**config.mk**
```make
export PLATFORM = sky130hd
export DESIGN_NAME = cp0_unit_flat
export DESIGN_NICKNAME = d
export VERILOG_FILES = /design/src/rtl/cp0_unit_if.sv /design/src/rtl/cp0_unit.sv /design/src/flat_wrapper.sv
export SDC_FILE = /design/constraint.sdc
export NUM_CORES = 1
export LEC_CHECK = 0
export ABC_CLOCK_PERIOD_IN_PS = 2950
export CAP_MARGIN = 20
export CELL_PAD_IN_SITES_DETAIL_PLACEMENT = 1
export CELL_PAD_IN_SITES_GLOBAL_PLACEMENT = 2
export CORE_MARGIN = 10
export CORE_UTILIZATION = 22
export CTS_CLUSTER_DIAMETER = 150
export CTS_CLUSTER_SIZE = 25
export DETAILED_ROUTE_END_ITERATION = 8
export HOLD_SLACK_MARGIN = 0.05
export PLACE_DENSITY = 0.88
export SLEW_MARGIN = 20
export SYNTH_ARGS = -nofsm -noshare
export SYNTH_HDL_FRONTEND = slang
export SYNTH_SLANG_ARGS = --single-unit
```
**constraint.sdc**
```tcl
create_clock -name clk -period 2.95 [get_ports clk]
set_input_delay 0.59 -clock clk [delete_from_list [all_inputs] [get_ports clk]]
set_output_delay 0.59 -clock clk [all_outputs]
set_load 0.005 [all_outputs]
```
**src/rtl/cp0_unit_if.sv**
```systemverilog
// Pipeline-side bus of the CP0 controller: mfc0/mtc0 access, victim info from M,
// hardware interrupt lines, and the flush request / EPC returned to the pipeline.
interface cp0_unit_if;
    logic        en;
    logic [4:0]  cp0_addr;
    logic [31:0] cp0_in;
    logic [31:0] cp0_out;
    logic [31:0] vpc;
    logic        bd_in;
    logic [4:0]  exccode_in;
    logic [5:0]  hw_int;
    logic        exl_clr;
    logic [31:0] epc_out;
    logic        req;

    modport master (
        output en, cp0_addr, cp0_in, vpc, bd_in, exccode_in, hw_int, exl_clr,
        input  cp0_out, epc_out, req
    );

    modport slave (
        input  en, cp0_addr, cp0_in, vpc, bd_in, exccode_in, hw_int, exl_clr,
        output cp0_out, epc_out, req
    );
endinterface

```
**src/rtl/cp0_unit.sv**
```systemverilog
// Coprocessor-0 exception/interrupt controller: SR, Cause, EPC and PRId registers,
// flush request generation and EPC capture for the M stage.
module cp0_unit #(
    parameter logic [31:0] PRID_VALUE = 32'h4D49_5053
) (
    input  logic        clk,
    input  logic        reset,
    cp0_unit_if.slave   bus
);

    logic [5:0]  im_r;
    logic        exl_r;
    logic        ie_r;
    logic        bd_r;
    logic [5:0]  ip_r;
    logic [4:0]  exccode_r;
    logic [31:0] epc_r;

    logic        int_req_s;
    logic        exc_req_s;
    logic        req_s;
    logic [31:0] vpc_aligned_s;
    logic [31:0] epc_victim_s;
    logic [31:0] sr_s;
    logic [31:0] cause_s;
    logic [31:0] cp0_out_s;

    assign int_req_s     = ie_r & ~exl_r & (|(bus.hw_int & im_r));
    assign exc_req_s     = ~exl_r & (bus.exccode_in != 5'd0);
    assign req_s         = int_req_s | exc_req_s;
    // A delay-slot victim restarts at its branch so the branch is re-executed.
    assign vpc_aligned_s = {bus.vpc[31:2], 2'b00};
    assign epc_victim_s  = bus.bd_in ? (vpc_aligned_s - 32'd4) : vpc_aligned_s;

    assign sr_s    = {16'd0, im_r, 8'd0, exl_r, ie_r};
    assign cause_s = {bd_r, 15'd0, ip_r, 3'd0, exccode_r, 2'b00};

    // CP0 state: exception capture has priority over mtc0, eret clears EXL last.
    always_ff @(posedge clk) begin
        if (reset) begin
            im_r      <= 6'd0;
            exl_r     <= 1'b0;
            ie_r      <= 1'b0;
            bd_r      <= 1'b0;
            ip_r      <= 6'd0;
            exccode_r <= 5'd0;
            epc_r     <= 32'd0;
        end else begin
            ip_r <= bus.hw_int;
            if (req_s) begin
                exl_r     <= 1'b1;
                exccode_r <= int_req_s ? 5'd0 : bus.exccode_in;
                bd_r      <= bus.bd_in;
                epc_r     <= epc_victim_s;
            end else begin
                if (bus.en && (bus.cp0_addr == 5'd12)) begin
                    im_r  <= bus.cp0_in[15:10];
                    ie_r  <= bus.cp0_in[0];
                    exl_r <= bus.cp0_in[1] & ~bus.exl_clr;
                end else if (bus.exl_clr) begin
                    exl_r <= 1'b0;
                end else begin
                    exl_r <= exl_r;
                end
                if (bus.en && (bus.cp0_addr == 5'd14)) begin
                    epc_r <= {bus.cp0_in[31:2], 2'b00};
                end else begin
                    epc_r <= epc_r;
                end
            end
        end
    end

    // mfc0 read mux; unmapped registers read as zero.
    always_comb begin
        cp0_out_s = 32'd0;
        case (bus.cp0_addr)
            5'd12:   cp0_out_s = sr_s;
            5'd13:   cp0_out_s = cause_s;
            5'd14:   cp0_out_s = epc_r;
            5'd15:   cp0_out_s = PRID_VALUE;
            default: cp0_out_s = 32'd0;
        endcase
    end

    assign bus.cp0_out = cp0_out_s;
    assign bus.epc_out = epc_r;
    assign bus.req     = req_s;

endmodule

```
**src/flat_wrapper.sv**
```systemverilog
// flat-port wrapper written by rule: the top's interface ports become plain ports
module cp0_unit_flat 
#(
    parameter logic [31:0] PRID_VALUE = 32'h4D49_5053
)
  (clk, reset, bus_en, bus_cp0_addr, bus_cp0_in, bus_vpc, bus_bd_in, bus_exccode_in, bus_hw_int, bus_exl_clr, bus_cp0_out, bus_epc_out, bus_req);
  cp0_unit_if bus_i ();
  input  logic clk;
  input  logic reset;
  input wire logic [$bits(bus_i.en)-1:0] bus_en;
  input wire logic [$bits(bus_i.cp0_addr)-1:0] bus_cp0_addr;
  input wire logic [$bits(bus_i.cp0_in)-1:0] bus_cp0_in;
  input wire logic [$bits(bus_i.vpc)-1:0] bus_vpc;
  input wire logic [$bits(bus_i.bd_in)-1:0] bus_bd_in;
  input wire logic [$bits(bus_i.exccode_in)-1:0] bus_exccode_in;
  input wire logic [$bits(bus_i.hw_int)-1:0] bus_hw_int;
  input wire logic [$bits(bus_i.exl_clr)-1:0] bus_exl_clr;
  output wire logic [$bits(bus_i.cp0_out)-1:0] bus_cp0_out;
  output wire logic [$bits(bus_i.epc_out)-1:0] bus_epc_out;
  output wire logic [$bits(bus_i.req)-1:0] bus_req;
  assign bus_i.en = bus_en;
  assign bus_i.cp0_addr = bus_cp0_addr;
  assign bus_i.cp0_in = bus_cp0_in;
  assign bus_i.vpc = bus_vpc;
  assign bus_i.bd_in = bus_bd_in;
  assign bus_i.exccode_in = bus_exccode_in;
  assign bus_i.hw_int = bus_hw_int;
  assign bus_i.exl_clr = bus_exl_clr;
  assign bus_cp0_out = bus_i.cp0_out;
  assign bus_epc_out = bus_i.epc_out;
  assign bus_req = bus_i.req;
  cp0_unit #(.PRID_VALUE(PRID_VALUE)) u_core (.clk(clk), .reset(reset), .bus(bus_i));
endmodule
```
[After elaboration in Yosys (flattened, before gate mapping)]
Index checks and enable logic that the tools add are counted.
Cells by class
  add/subtract/negate cells: 1
  reduce and logical (&&, ||, !) cells: 7
  muxes and demuxes: 8
  equality and inequality tests: 4
  bitwise operators: 9
Operators with widths (count)
  one-hot mux 32 bit (4 select lines): 1
  2-to-1 mux 32 bit: 3
  subtractor 32 x 3 -> 32 bit (second input constant): 1
  equality test 5 x 4 -> 1 bit (second input constant): 4
  AND 6 bit: 1
  OR reduction 6 bit: 1
  2-to-1 mux 5 bit: 1
  nonzero test 5 bit: 1
  AND 1 bit: 4
  2-to-1 mux 1 bit: 3
  inverter 1 bit: 3
  nonzero test 3 bit: 1
  logical AND 1 bit: 2
  AND reduction 2 bit: 1
  nonzero test 2 bit: 1
  bitwise OR 1 bit: 1
Storage, ports and cells
  output and inout port bits: 65
  input bits: 85
  word-level logic and storage cells: 36
  flip-flop bits (word level): 52

[Logic depth before layout (Yosys ltp)]
  depth after elaboration: 6
  depth in mapped cells: 8
  mapped depth without buffers: 7

[Worst setup path after synthesis]
Ideal clock, no wire load.
  path type: input to output
  start point: input port bus_exccode_in[3]
  end point: output port bus_req
  data required time: 2.360 ns
  setup slack: 0.539 ns
  arrival: 1.821 ns
  stages on the path: 7
  path buffers: 3
  path through: or4_1 -> o21ai_1 -> and2_1 -> buf_2 -> inv_2 -> buf_2 -> buf_2
On the way
  cells in the longest elaborated chain, start to end: 3
RTL lines
  start, declared: RTL line flat_wrapper.sv:15  | input wire logic [$bits(bus_i.exccode_in)-1:0] bus_exccode_in;
  nonzero test 5 bit: RTL line cp0_unit.sv:29  | assign exc_req_s = ~exl_r & (bus.exccode_in != 5'd0);
  AND 1 bit: RTL line cp0_unit.sv:29
  bitwise OR 1 bit: RTL line cp0_unit.sv:30  | assign req_s = int_req_s | exc_req_s;
  end, declared: RTL line flat_wrapper.sv:20  | output wire logic [$bits(bus_i.req)-1:0] bus_req;
No other way between the ends.

[Final worst setup path]
  start point: input port bus_cp0_addr[1]
  end point: output port bus_cp0_out[5]
On the way
  cells in the longest elaborated chain, start to end: 2
  elaborated cells between the ends (all ways): 5
  those cells by class: 4 x eq/ne; 1 x mux
RTL lines
  start, declared: RTL line flat_wrapper.sv:11  | input wire logic [$bits(bus_i.cp0_addr)-1:0] bus_cp0_addr;
  equality test 5 x 4 -> 1 bit: RTL line cp0_unit.sv:77  | case (bus.cp0_addr)
  one-hot mux 32 bit (4 select lines) *: RTL line cp0_unit.sv:77
  end, declared: RTL line flat_wrapper.sv:18  | output wire logic [$bits(bus_i.cp0_out)-1:0] bus_cp0_out;
Mark *: on every way between the ends. The rest lies on a longest branch, timed or not.

==> results.md <==
* Proportion of register bits with asynchronous set or reset after synthesis at 0
* Final max-slew violation count at 0
* Least-Margin Pin Slew at 980.7 ps
* Post-synth top area cell: dfxtp_1
* I/O Buffers at 145
* Weighted congestion at the end of routability-driven global placement at 0.8365
* Relative slew margins at 0.3462
* # nets final at 629
* Hold Crit Start: u_core.bd_r
* WL per Instance at 19.89 um
* Placed wire-length estimate at 11.88 mm
* Endpoint of the worst hold-timing path: u_core.bd_r
* Critical Path Sink Type: output pin
* Wirelength, routed at 14.42 mm
* Worst IR Drop VDD at 193.7 uV
* Synthesis warning total at 0
* Total power after layout at 1856 uW
* Count of flip-flops with a built-in enable after synthesis at 0
* Synth top area share at 0.3155
* Core Region at 0.01399 mm^2
* Clock tree from TritonCTS: done
* Summed instance area of the synthesized netlist at 0.003173 mm^2
* Most used flip-flop cell after synthesis: dfxtp_1
* Crit path time final at 2852 ps
* Deepest level of the CTS H-tree at 2
* Number of antenna violations at the first check in global routing at 1
* Avg Inst Size Synth at 7.993 um^2
* Grt total ovfl at 0
* Layout cell share with drive strength beyond 1 at 0.1121
* Hold Vio Cnt, Final at 0
* Crit share post-route at 0.9667
* Arrival @ worst endpoint at 2260 ps
* Count of placed standard cells in the final layout, fillers left out at 725
* Number of clock sinks at 50
* Sequential element share of the synthesized area at 0.3155
* Vias in the first global route at 3886
* Max Clk Rate at 350.7 MHz
* Routed vias/inst at 4.959
* Iter 0 DRT Violations at 143
* Hold depth at 2
* Syn Inst Count at 397
* Status: completed
* Maximum number of pins on one net before global-route repair at 51
* Vias after detailed routing at 3595
* Maximum root-to-sink buffer count at 2
* Instance count after placement with tap cells included at 716
* Buffers inserted by post-CTS timing repair at 0
* Most frequent standard cell in the layout excluding fill and tap cells: clkdlybuf4s50_1
* Global-route usage over all layers at 0.1405
* Site Rows at 43
* TritonCTS Buffers at 5
* Layout overhead on the synthesized area at 60.57%
* FF-to-FF setup slack at 920 ps
* Total power per unit cell area at 364.3 mW/mm^2
* Library cell used as clock root buffer: clkbuf_16
* Required time of the worst setup path at 2360 ps
* Die Y at 140.1 um
* Leakage dissipation at 0.001862 uW
* Number of nets still failing antenna checks after routing at 0
* Setup-violating endpoint count in the final report at 0
* Synth top area cells: dfxtp_1, a211oi_1, nor2_1, xnor2_1, and3_1
* Skew final at 3.919 ps
* Initial core utilization at 0.2268
* First-pass GRT wire length at 22.31 mm
* Number of synthesized register bits at 50
* Crit path kind: in -> out
* Number of iterations in the first detailed-routing pass at 4
* Startpoint Class: input port
* Number of ports placed on the die boundary at 150
* Type of the tightest min-delay check: reg -> reg
* Post-CTS clock slew at the launch and capture registers of the worst setup and hold paths at 70 ps
* Width of the die at 140.1 um
* Total of max-cap violations at 0
* DIE AREA at 0.01963 mm^2
* Commonest cells after routing, fill and taps aside: clkdlybuf4s50_1, nor2_1, dfxtp_1
* CP Max Fanout at 8
* Startpoint of the worst-slack reg-to-reg timing path: u_core.im_r[1]
* Hold_buf cts at 0
* Worst r2r path cells at 7
* Count of different cell masters after synthesis at 50
* Clock Latency Late Sink at 290 ps
* Drt drc at 0
* Reg-to-reg endpoint: u_core.bus.epc_out[23]
[area by class of cell]
cell class                      count  area, um^2
Tap cell                          180       225.2
Inverter                            4       15.01
Sequential cell                    50        1001
Fill cell                        1657        8894
Clock inverter                      2       16.27
Multi-Input combinational cell    308        2031
Antenna cell                        1       2.502
Clock buffer                        6       138.9
Timing Repair Buffer              174        1665
[critical path: stages]
cell	delay, ps
clkdlybuf4s50_1	520
nor2b_4	230
buf_4	180
a22oi_1	80
nor2_1	130
clkdlybuf4s50_1	530
[power by group]
| part | internal [uW] | total (uW) | switching, uW |
|---|---|---|---|
| combinational | 267 | 481 | 213 |
| clock | 341 | 607 | 265 |
| sequential | 726 | 769 | 42.7 |
| total | 1330 | 1860 | 522 |
[cells in the mapped netlist, types with 3 or more instances]
| master | n |
|---|---|
| xnor2_1 | 22 |
| and3b_1 | 3 |
| a21oi_1 | 10 |
| nor3_1 | 6 |
| mux2_2 | 4 |
| nor4_1 | 8 |
| nor2_1 | 58 |
| or3_1 | 3 |
| mux2i_1 | 12 |
| nand2_1 | 26 |
| o21ai_0 | 3 |
| nand3_1 | 18 |
| a311oi_1 | 14 |
| nand4_1 | 5 |
| a22oi_1 | 9 |
| dfxtp_1 | 50 |
| o31ai_1 | 3 |
| xor2_1 | 3 |
| and3_1 | 26 |
| buf_2 | 7 |
| a22o_1 | 3 |
| clkbuf_1 | 25 |
| inv_1 | 3 |
| a211oi_1 | 30 |
| nor2b_1 | 10 |
[routing by layer]
metal	part of all wire	global-route usage
met2	0.51	0.2517
met1	0.42	0.1628
met3	0.048	0.03043
met4	0.019	0.04076
met5	0	0
[per-stage QoR]
stage                     setup TNS (ps)  instance area, um^2  hold slack [ps]  setup slack, ps  utilization
after detailed placement           -1874                 4917            461.9           -155.4       0.3515
after floorplan                        0                 3177            436.0            539.0            -
after CTS                              0                 5087            472.1            74.35       0.3637
final                                  0                 5095            472.7            98.15       0.3642
after global placement             -1471                 4917            459.5           -109.1       0.3515
after global routing             -0.2114                 5092            516.8          -0.2114       0.3640
[how the worst max path moves through the flow]
stage	startpoint	to	slack [ps]	cells after the start
3_5_place_dp	bus_cp0_addr[0]	bus_cp0_out[3]	-160	6
3_3_place_gp	bus_cp0_addr[0]	bus_cp0_out[31]	-110	6
4_1_cts	bus_cp0_addr[4]	bus_cp0_out[30]	70	6
5_1_grt	bus_cp0_addr[1]	bus_cp0_out[5]	-0.2	6
2_1_floorplan	bus_exccode_in[3]	bus_req	540	7
6_report	bus_cp0_addr[1]	bus_cp0_out[5]	100	6
[what timing repair did]
action / 4_1_cts / 5_1_grt
setup endpoints to repair: 22 / 2
pin swaps: 0 / 0
gates resized for setup: 7 / 2
[kinds of logic after synthesis]
| family | Yosys count | synth area share |
|---|---|---|
| AND/OR/NAND/NOR | 182 | 0.3099 |
| AO/OA/AOI/OAI | 82 | 0.1960 |
| flip-flops | 50 | 0.3155 |
| buffers and inverters | 40 | 0.05244 |
| XOR/XNOR | 25 | 0.06901 |
| multiplexers | 16 | 0.05205 |
| adder cells (fa/ha/maj) | 1 | 0.003943 |
| other | 1 | 0.001182 |
[registers in the layout (all words and copies together) (netlist names)]
signal,cells
u_core.ip_r,6
u_core.exccode_r,5
u_core.ie_r,1
u_core.bus.epc_out,30
u_core.im_r,6
u_core.exl_r,1
u_core.bd_r,1
(Power assumes the default switching activity.)
